--- config.mk ---
export PLATFORM = sky130hd
export DESIGN_NAME = pc_next_ctrl_flat
export DESIGN_NICKNAME = d
export VERILOG_FILES = /design/src/rtl/pc_next_ctrl_if.sv /design/src/rtl/pc_next_ctrl.sv /design/src/flat_wrapper.sv
export SDC_FILE = /design/constraint.sdc
export NUM_CORES = 1
export LEC_CHECK = 0
export ABC_AREA = 1
export BUFFER_PORTS_ARGS = -buffer_cell sky130_fd_sc_hd__buf_2
export CAP_MARGIN = 30
export CORE_MARGIN = 8
export CORE_UTILIZATION = 30
export DETAILED_ROUTE_END_ITERATION = 8
export GPL_ROUTABILITY_DRIVEN = 0
export HOLD_SLACK_MARGIN = 0.12
export PLACE_DENSITY = 0.65
export SETUP_SLACK_MARGIN = 0.4
export SLEW_MARGIN = 15
export SYNTH_ARGS = -nofsm -noshare
export SYNTH_HDL_FRONTEND = slang
export SYNTH_SLANG_ARGS = --single-unit
--- constraint.sdc ---
create_clock -name CLK -period 3.52 [get_ports CLK]
set_input_delay 0.352 -clock CLK [delete_from_list [all_inputs] [get_ports CLK]]
set_output_delay 0.352 -clock CLK [all_outputs]
set_load 0.005 [all_outputs]
--- src/rtl/pc_next_ctrl_if.sv ---
// Program-counter write-side bus between pc_next_ctrl (master) and the PC/fetch side (slave).
// The misalign signal exists only when PC_ALIGN_CHECK_EN is defined.
interface pc_next_ctrl_if #(
  parameter int WORD_W = 32
);
  logic [WORD_W-1:0] pc_out;
  logic              ihit;
  logic              stall;
  logic              branch_taken;
  logic [WORD_W-1:0] branch_target;
  logic              jump;
  logic [WORD_W-1:0] jump_target;
  logic              jr;
  logic [WORD_W-1:0] jr_target;
  logic              halt;
  logic [WORD_W-1:0] pc_in;
  logic              pcWEN;
  logic              imemREN;
  logic              halted;
`ifdef PC_ALIGN_CHECK_EN
  logic              misalign;
`endif

  modport master (
    input  pc_out, ihit, stall, branch_taken, branch_target,
    input  jump, jump_target, jr, jr_target, halt,
`ifdef PC_ALIGN_CHECK_EN
    output misalign,
`endif
    output pc_in, pcWEN, imemREN, halted
  );

  modport slave (
    output pc_out, ihit, stall, branch_taken, branch_target,
    output jump, jump_target, jr, jr_target, halt,
`ifdef PC_ALIGN_CHECK_EN
    input  misalign,
`endif
    input  pc_in, pcWEN, imemREN, halted
  );
endinterface

--- src/rtl/pc_next_ctrl.sv ---
// Next-PC selection, stalled-redirect holding, imem read enable and sticky halt.
// Optional macro PC_ALIGN_CHECK_EN: forces word alignment of targets and adds a sticky misalign flag.
module pc_next_ctrl #(
  parameter int                WORD_W   = 32,
  parameter logic [WORD_W-1:0] PC_RESET = 32'h0000_0000,
  parameter int                PC_INC   = 4
) (
  input logic           CLK,
  input logic           RST,
  pc_next_ctrl_if.master bus
);

  typedef enum logic [1:0] {
    BOOT   = 2'd0,
    FETCH  = 2'd1,
    HALTED = 2'd2
  } state_t;

  state_t            state_q, state_d;
  logic              pend_vld_q, pend_vld_d;
  logic [WORD_W-1:0] pend_tgt_q, pend_tgt_d;
  logic              halted_q, halted_d;

  logic              redir_s;
  logic              adv_s;
  logic [WORD_W-1:0] raw_tgt_s;
  logic [WORD_W-1:0] redir_tgt_s;
  logic [WORD_W-1:0] seq_pc_s;
  logic [WORD_W-1:0] pc_in_s;

`ifdef PC_ALIGN_CHECK_EN
  logic misalign_q, misalign_d;
`endif

  // Redirect target, fixed priority jr > jump > branch
  always_comb begin
    redir_s = bus.jr | bus.jump | bus.branch_taken;
    if (bus.jr) begin
      raw_tgt_s = bus.jr_target;
    end else if (bus.jump) begin
      raw_tgt_s = bus.jump_target;
    end else begin
      raw_tgt_s = bus.branch_target;
    end
`ifdef PC_ALIGN_CHECK_EN
    redir_tgt_s = raw_tgt_s & {{(WORD_W-2){1'b1}}, 2'b00};
`else
    redir_tgt_s = raw_tgt_s;
`endif
    seq_pc_s = bus.pc_out + WORD_W'(PC_INC);
    adv_s    = (state_q == FETCH) & bus.ihit & ~bus.stall & ~bus.halt;
  end

  // Next state, pending redirect and pc_in selection
  always_comb begin
    state_d    = state_q;
    pend_vld_d = pend_vld_q;
    pend_tgt_d = pend_tgt_q;
    halted_d   = halted_q;
    pc_in_s    = PC_RESET;
    case (state_q)
      BOOT: begin
        state_d = FETCH;
      end
      FETCH: begin
        pc_in_s = seq_pc_s;
        if (bus.halt) begin
          state_d    = HALTED;
          pend_vld_d = 1'b0;
          halted_d   = 1'b1;
        end else if (adv_s) begin
          pend_vld_d = 1'b0;
          if (redir_s) begin
            pc_in_s = redir_tgt_s;
          end else if (pend_vld_q) begin
            pc_in_s = pend_tgt_q;
          end else begin
            pc_in_s = seq_pc_s;
          end
        end else if (redir_s) begin
          // Fetch is blocked: remember the newest redirect until the PC can move
          pend_vld_d = 1'b1;
          pend_tgt_d = redir_tgt_s;
        end else begin
          pend_vld_d = pend_vld_q;
        end
      end
      HALTED: begin
        state_d  = HALTED;
        halted_d = 1'b1;
      end
      default: begin
        state_d    = BOOT;
        pend_vld_d = 1'b0;
      end
    endcase
  end

`ifdef PC_ALIGN_CHECK_EN
  // Sticky flag for a selected redirect target that was not word aligned
  always_comb begin
    if ((state_q == FETCH) && redir_s && !bus.halt && (raw_tgt_s[1:0] != 2'b00)) begin
      misalign_d = 1'b1;
    end else begin
      misalign_d = misalign_q;
    end
  end
`endif

  // State registers
  always_ff @(posedge CLK or posedge RST) begin
    if (RST) begin
      state_q    <= BOOT;
      pend_vld_q <= 1'b0;
      pend_tgt_q <= {WORD_W{1'b0}};
      halted_q   <= 1'b0;
`ifdef PC_ALIGN_CHECK_EN
      misalign_q <= 1'b0;
`endif
    end else begin
      state_q    <= state_d;
      pend_vld_q <= pend_vld_d;
      pend_tgt_q <= pend_tgt_d;
      halted_q   <= halted_d;
`ifdef PC_ALIGN_CHECK_EN
      misalign_q <= misalign_d;
`endif
    end
  end

  assign bus.pc_in   = pc_in_s;
  assign bus.pcWEN   = adv_s;
  assign bus.imemREN = (state_q == FETCH);
  assign bus.halted  = halted_q;
`ifdef PC_ALIGN_CHECK_EN
  assign bus.misalign = misalign_q;
`endif

endmodule

--- src/flat_wrapper.sv ---
// flat-port wrapper written by rule: the top's interface ports become plain ports
module pc_next_ctrl_flat 
#(
  parameter int                WORD_W   = 32,
  parameter logic [WORD_W-1:0] PC_RESET = 32'h0000_0000,
  parameter int                PC_INC   = 4
)
  (CLK, RST, bus_pc_out, bus_ihit, bus_stall, bus_branch_taken, bus_branch_target, bus_jump, bus_jump_target, bus_jr, bus_jr_target, bus_halt, bus_pc_in, bus_pcWEN, bus_imemREN, bus_halted);
  pc_next_ctrl_if #(.WORD_W(WORD_W)) bus_i ();
  input logic CLK;
  input logic RST;
  input wire logic [$bits(bus_i.pc_out)-1:0] bus_pc_out;
  input wire logic [$bits(bus_i.ihit)-1:0] bus_ihit;
  input wire logic [$bits(bus_i.stall)-1:0] bus_stall;
  input wire logic [$bits(bus_i.branch_taken)-1:0] bus_branch_taken;
  input wire logic [$bits(bus_i.branch_target)-1:0] bus_branch_target;
  input wire logic [$bits(bus_i.jump)-1:0] bus_jump;
  input wire logic [$bits(bus_i.jump_target)-1:0] bus_jump_target;
  input wire logic [$bits(bus_i.jr)-1:0] bus_jr;
  input wire logic [$bits(bus_i.jr_target)-1:0] bus_jr_target;
  input wire logic [$bits(bus_i.halt)-1:0] bus_halt;
  output wire logic [$bits(bus_i.pc_in)-1:0] bus_pc_in;
  output wire logic [$bits(bus_i.pcWEN)-1:0] bus_pcWEN;
  output wire logic [$bits(bus_i.imemREN)-1:0] bus_imemREN;
  output wire logic [$bits(bus_i.halted)-1:0] bus_halted;
  assign bus_i.pc_out = bus_pc_out;
  assign bus_i.ihit = bus_ihit;
  assign bus_i.stall = bus_stall;
  assign bus_i.branch_taken = bus_branch_taken;
  assign bus_i.branch_target = bus_branch_target;
  assign bus_i.jump = bus_jump;
  assign bus_i.jump_target = bus_jump_target;
  assign bus_i.jr = bus_jr;
  assign bus_i.jr_target = bus_jr_target;
  assign bus_i.halt = bus_halt;
  assign bus_pc_in = bus_i.pc_in;
  assign bus_pcWEN = bus_i.pcWEN;
  assign bus_imemREN = bus_i.imemREN;
  assign bus_halted = bus_i.halted;
  pc_next_ctrl #(.WORD_W(WORD_W), .PC_RESET(PC_RESET), .PC_INC(PC_INC)) u_core (.CLK(CLK), .RST(RST), .bus(bus_i));
endmodule
==> metrics.md <==
| Metric | Value |
|---|---|
| Final setup margin | 0.821 ns |
| RSZ-0062 raised after global routing | no |
| Reg-to-reg startpoint | u_core.state_q[1] |
| FF/Latch Area | 901 um2 |
| Post-synth cell types | 33 |
| Setup_tns | 0 ns |
| Clock Skew | 0.00717 ns |
| Setup violators final | 0 |
| Max_cap viols | 0 |
| Largest net degree at the start of global routing | 37 |
| Vias per inst | 4.86 |
| Routed WL per cell | 14.8 um |
| Worst-path maximum fanout | 18 |
| First-pass GRT wire length | 23000 um |
| Fillers | 1452 |
| Non-Filler Instances | 976 |
| IO buf count | 170 |
| GRT Total Usage | 0.174 |
| # resized after CTS | 0 |
| Root Buffer | clkbuf_16 |
| Drc violations | 0 |
| Vias in the first global route | 4552 |
| Final ANT Viol Nets | 0 |
| PD cells | 416 nW/um2 |
| Critical path required time | 3.17 ns |
| Pre-CTS WS | 1.08 ns |
| Routed WL | 14500 um |
| CTS Buf Count | 5 |
| Synth top area share | 0.239 |
| Arrival @ worst endpoint | 2.35 ns |
| Yosys top cell by area | dfrtp_1 |
| Layout cells sized above 1 | 0.266 |
| TritonCTS clock tree | done |
| Synth warn | 0 |
| Antenna Cells | 0 |
| Synthesized flop and latch total | 36 |
| Post-layout net count | 944 |
| Grt ovf | 0 |
| Final-report hold violation count | 0 |
| Chip height | 128 um |
| Sink Count | 36 |
| Synth Cell Area | 3770 um2 |
| Initial core utilization | 0.303 |
| Status | completed |
| Crit path time final | 2.70 ns |
| Postcts setup bufs | 0 |
| Footprint of the multi-input gates | 2480 um2 |
| Core area | 12400 um2 |
| F_max | 370 MHz |
| Crit Path Category | register to output pin |
| Area Growth Syn to Fin | 28.8% |
| Number of I/O pins | 171 |
| Via count | 4739 |
| Standard-cell row count | 41 |
| R2R depth | 8 |
| First-pass detailed-route iteration total | 5 |
| Sequential share of the synthesized area | 0.239 |
| Worst slew pin tran | 0.742 ns |
| Crit. End Element | output pin |
| Final core utilization | 0.391 |
| Dpl cells | 969 |
| Die width | 128 um |
| Max clock buf depth | 2 |
| Mapped Cells | 653 |
| Cts hold-fix bufs | 0 |
| Flop2flop setup slack | 1.43 ns |
| Synthesized netlist net count | 793 |
| Startpoint Class | register |
| Lkg Pwr | 2.59 nW |
| Post-detail-place hpwl | 11900 um |
| Most area-consuming cells after synthesis | dfrtp_1 (24%), nand2_1 (21%), a21oi_1 (11%) |
| Worst skew pair latency | 0.28 ns |
| Initial DRC count | 408 |
| Syn avg cell area | 5.77 um2 |
| VDD IR-drop max | 0.000182 V |
| Slew margin rel. | 0.505 |
| Antenna violations before repair | 0 |
| FF-to-FF End | u_core.pend_tgt_q[31] |
| Min-Delay Path Class | input port to asynchronous set/reset pin |
| Max Transition Viols Final | 0 |
| Clk pin slew, worst setup/hold paths | 0.05 ns |
| Die ar. | 16400 um2 |
| CTS H-Tree Depth | 2 |
| Crit share post-route | 0.767 |
| Smallest hold slack | 0.162 ns |
==> cell type report <==
cell class,instances,share of cell area
Clock buffer,6,0.0266
Sequential cell,36,0.186
Inverter,54,0.0418
Timing Repair Buffer,179,0.189
Multi-Input combinational cell,528,0.511
Clock inverter,1,0.00103
Tap cell,172,0.0444
==> critical path, cell delays in order, from the launching register on <==
cell and delay, ns:
dfrtp_1 0.38, inv_1 0.10, ha_1 0.22, nand2_4 0.10
nor2_8 0.26, o21ai_2 0.19, buf_4 0.23, o21ai_0 0.08
a21oi_1 0.08, a211oi_1 0.25, buf_2 0.17
==> logic make-up (layout without fill, tap and decap cells) <==
kind of cell,Yosys count,count (layout),synth area share
compound gates,166,166,0.238
xor+xnor,8,8,0.0186
fa+ha+maj,4,4,0.0133
buf+inv,89,240,0.102
flops,36,36,0.239
simple gates,350,350,0.389
==> worst max-delay path by stage <==
stage	from	endpoint	slack, ns	cells past startpoint
after floorplan	u_core.state_q[1]	bus_pc_in[13]	1.59	9
after CTS	u_core.state_q[1]	bus_pc_in[11]	0.79	10
after global routing	u_core.state_q[1]	bus_pc_in[11]	0.65	10
final	u_core.state_q[1]	bus_pc_in[11]	0.82	10
after global placement	bus_jr	bus_pc_in[14]	1.08	7
after detailed placement	bus_jr	bus_pc_in[14]	1.08	7
==> layout by cell type, fill, tap and decap left out, drive strengths merged <==
cell type | Yosys | routed
nand2 | 211 | 211
buf | 21 | 179
nor2 | 84 | 84
a21oi | 82 | 82
o21ai | 56 | 56
inv | 53 | 53
nand3 | 38 | 38
dfrtp | 36 | 36
o31ai | 9 | 9
nor3 | 9 | 9
or2 | 8 | 8
o211ai | 8 | 8
o22ai | 7 | 7
clkbuf | 14 | 6
xor2 | 5 | 5
ha | 4 | 4
xnor2 | 3 | 3
clkinv | 1 | 2
a21boi | 1 | 1
o221ai | 1 | 1
a211oi | 1 | 1
o21a | 1 | 1
==> Yosys cell counts <==
master	count
a21oi_1	82
nor2_1	73
inv_1	48
o21ai_1	2
xnor2_1	3
a211oi_1	1
nor3_1	9
buf_2	13
clkinv_1	1
inv_2	5
a21boi_0	1
o21ai_2	1
or2_2	8
buf_4	3
buf_6	3
nand3_1	38
nand2_1	207
o21a_1	1
nand2_4	1
nor2_4	3
nand2_2	3
nor2_2	7
o21ai_0	53
o31ai_1	9
nor2_8	1
ha_1	4
o211ai_1	8
clkbuf_1	14
xor2_1	5
dfrtp_1	36
o221ai_1	1
o22ai_1	7
buf_1	2
==> routing by layer <==
metal,vias up,wire length (um),track usage,share of wire
met5,-,0,0,0
met4,0,234,0.0483,0.016
met3,17,1300,0.0366,0.090
met2,226,6040,0.263,0.42
met1,2067,6880,0.244,0.48
li1,2429,-,-,-
==> state kept, by name, indices dropped and copies added (netlist names) <==
signal and cells:
u_core.pend_tgt_q 32, u_core.state_q 2, u_core.bus.halted 1, u_core.pend_vld_q 1
==> power by group <==
| part | switching [mW] | internal [mW] |
|---|---|---|
| registers | 0.121 | 0.597 |
| logic | 0.543 | 0.340 |
| clock network | 0.161 | 0.257 |
| total | 0.825 | 1.19 |
==> metrics by stage <==
| stage | instance area [um2] | power [mW] |
|---|---|---|
| floorplan | 3770 | 1.24 |
| global placement | 4720 | 1.59 |
| detailed placement | 4720 | 1.60 |
| CTS | 4850 | 2.02 |
| global route | 4850 | 2.18 |
| finish | 4850 | 2.02 |
Note: power is estimated with default switching activity, not from simulation.
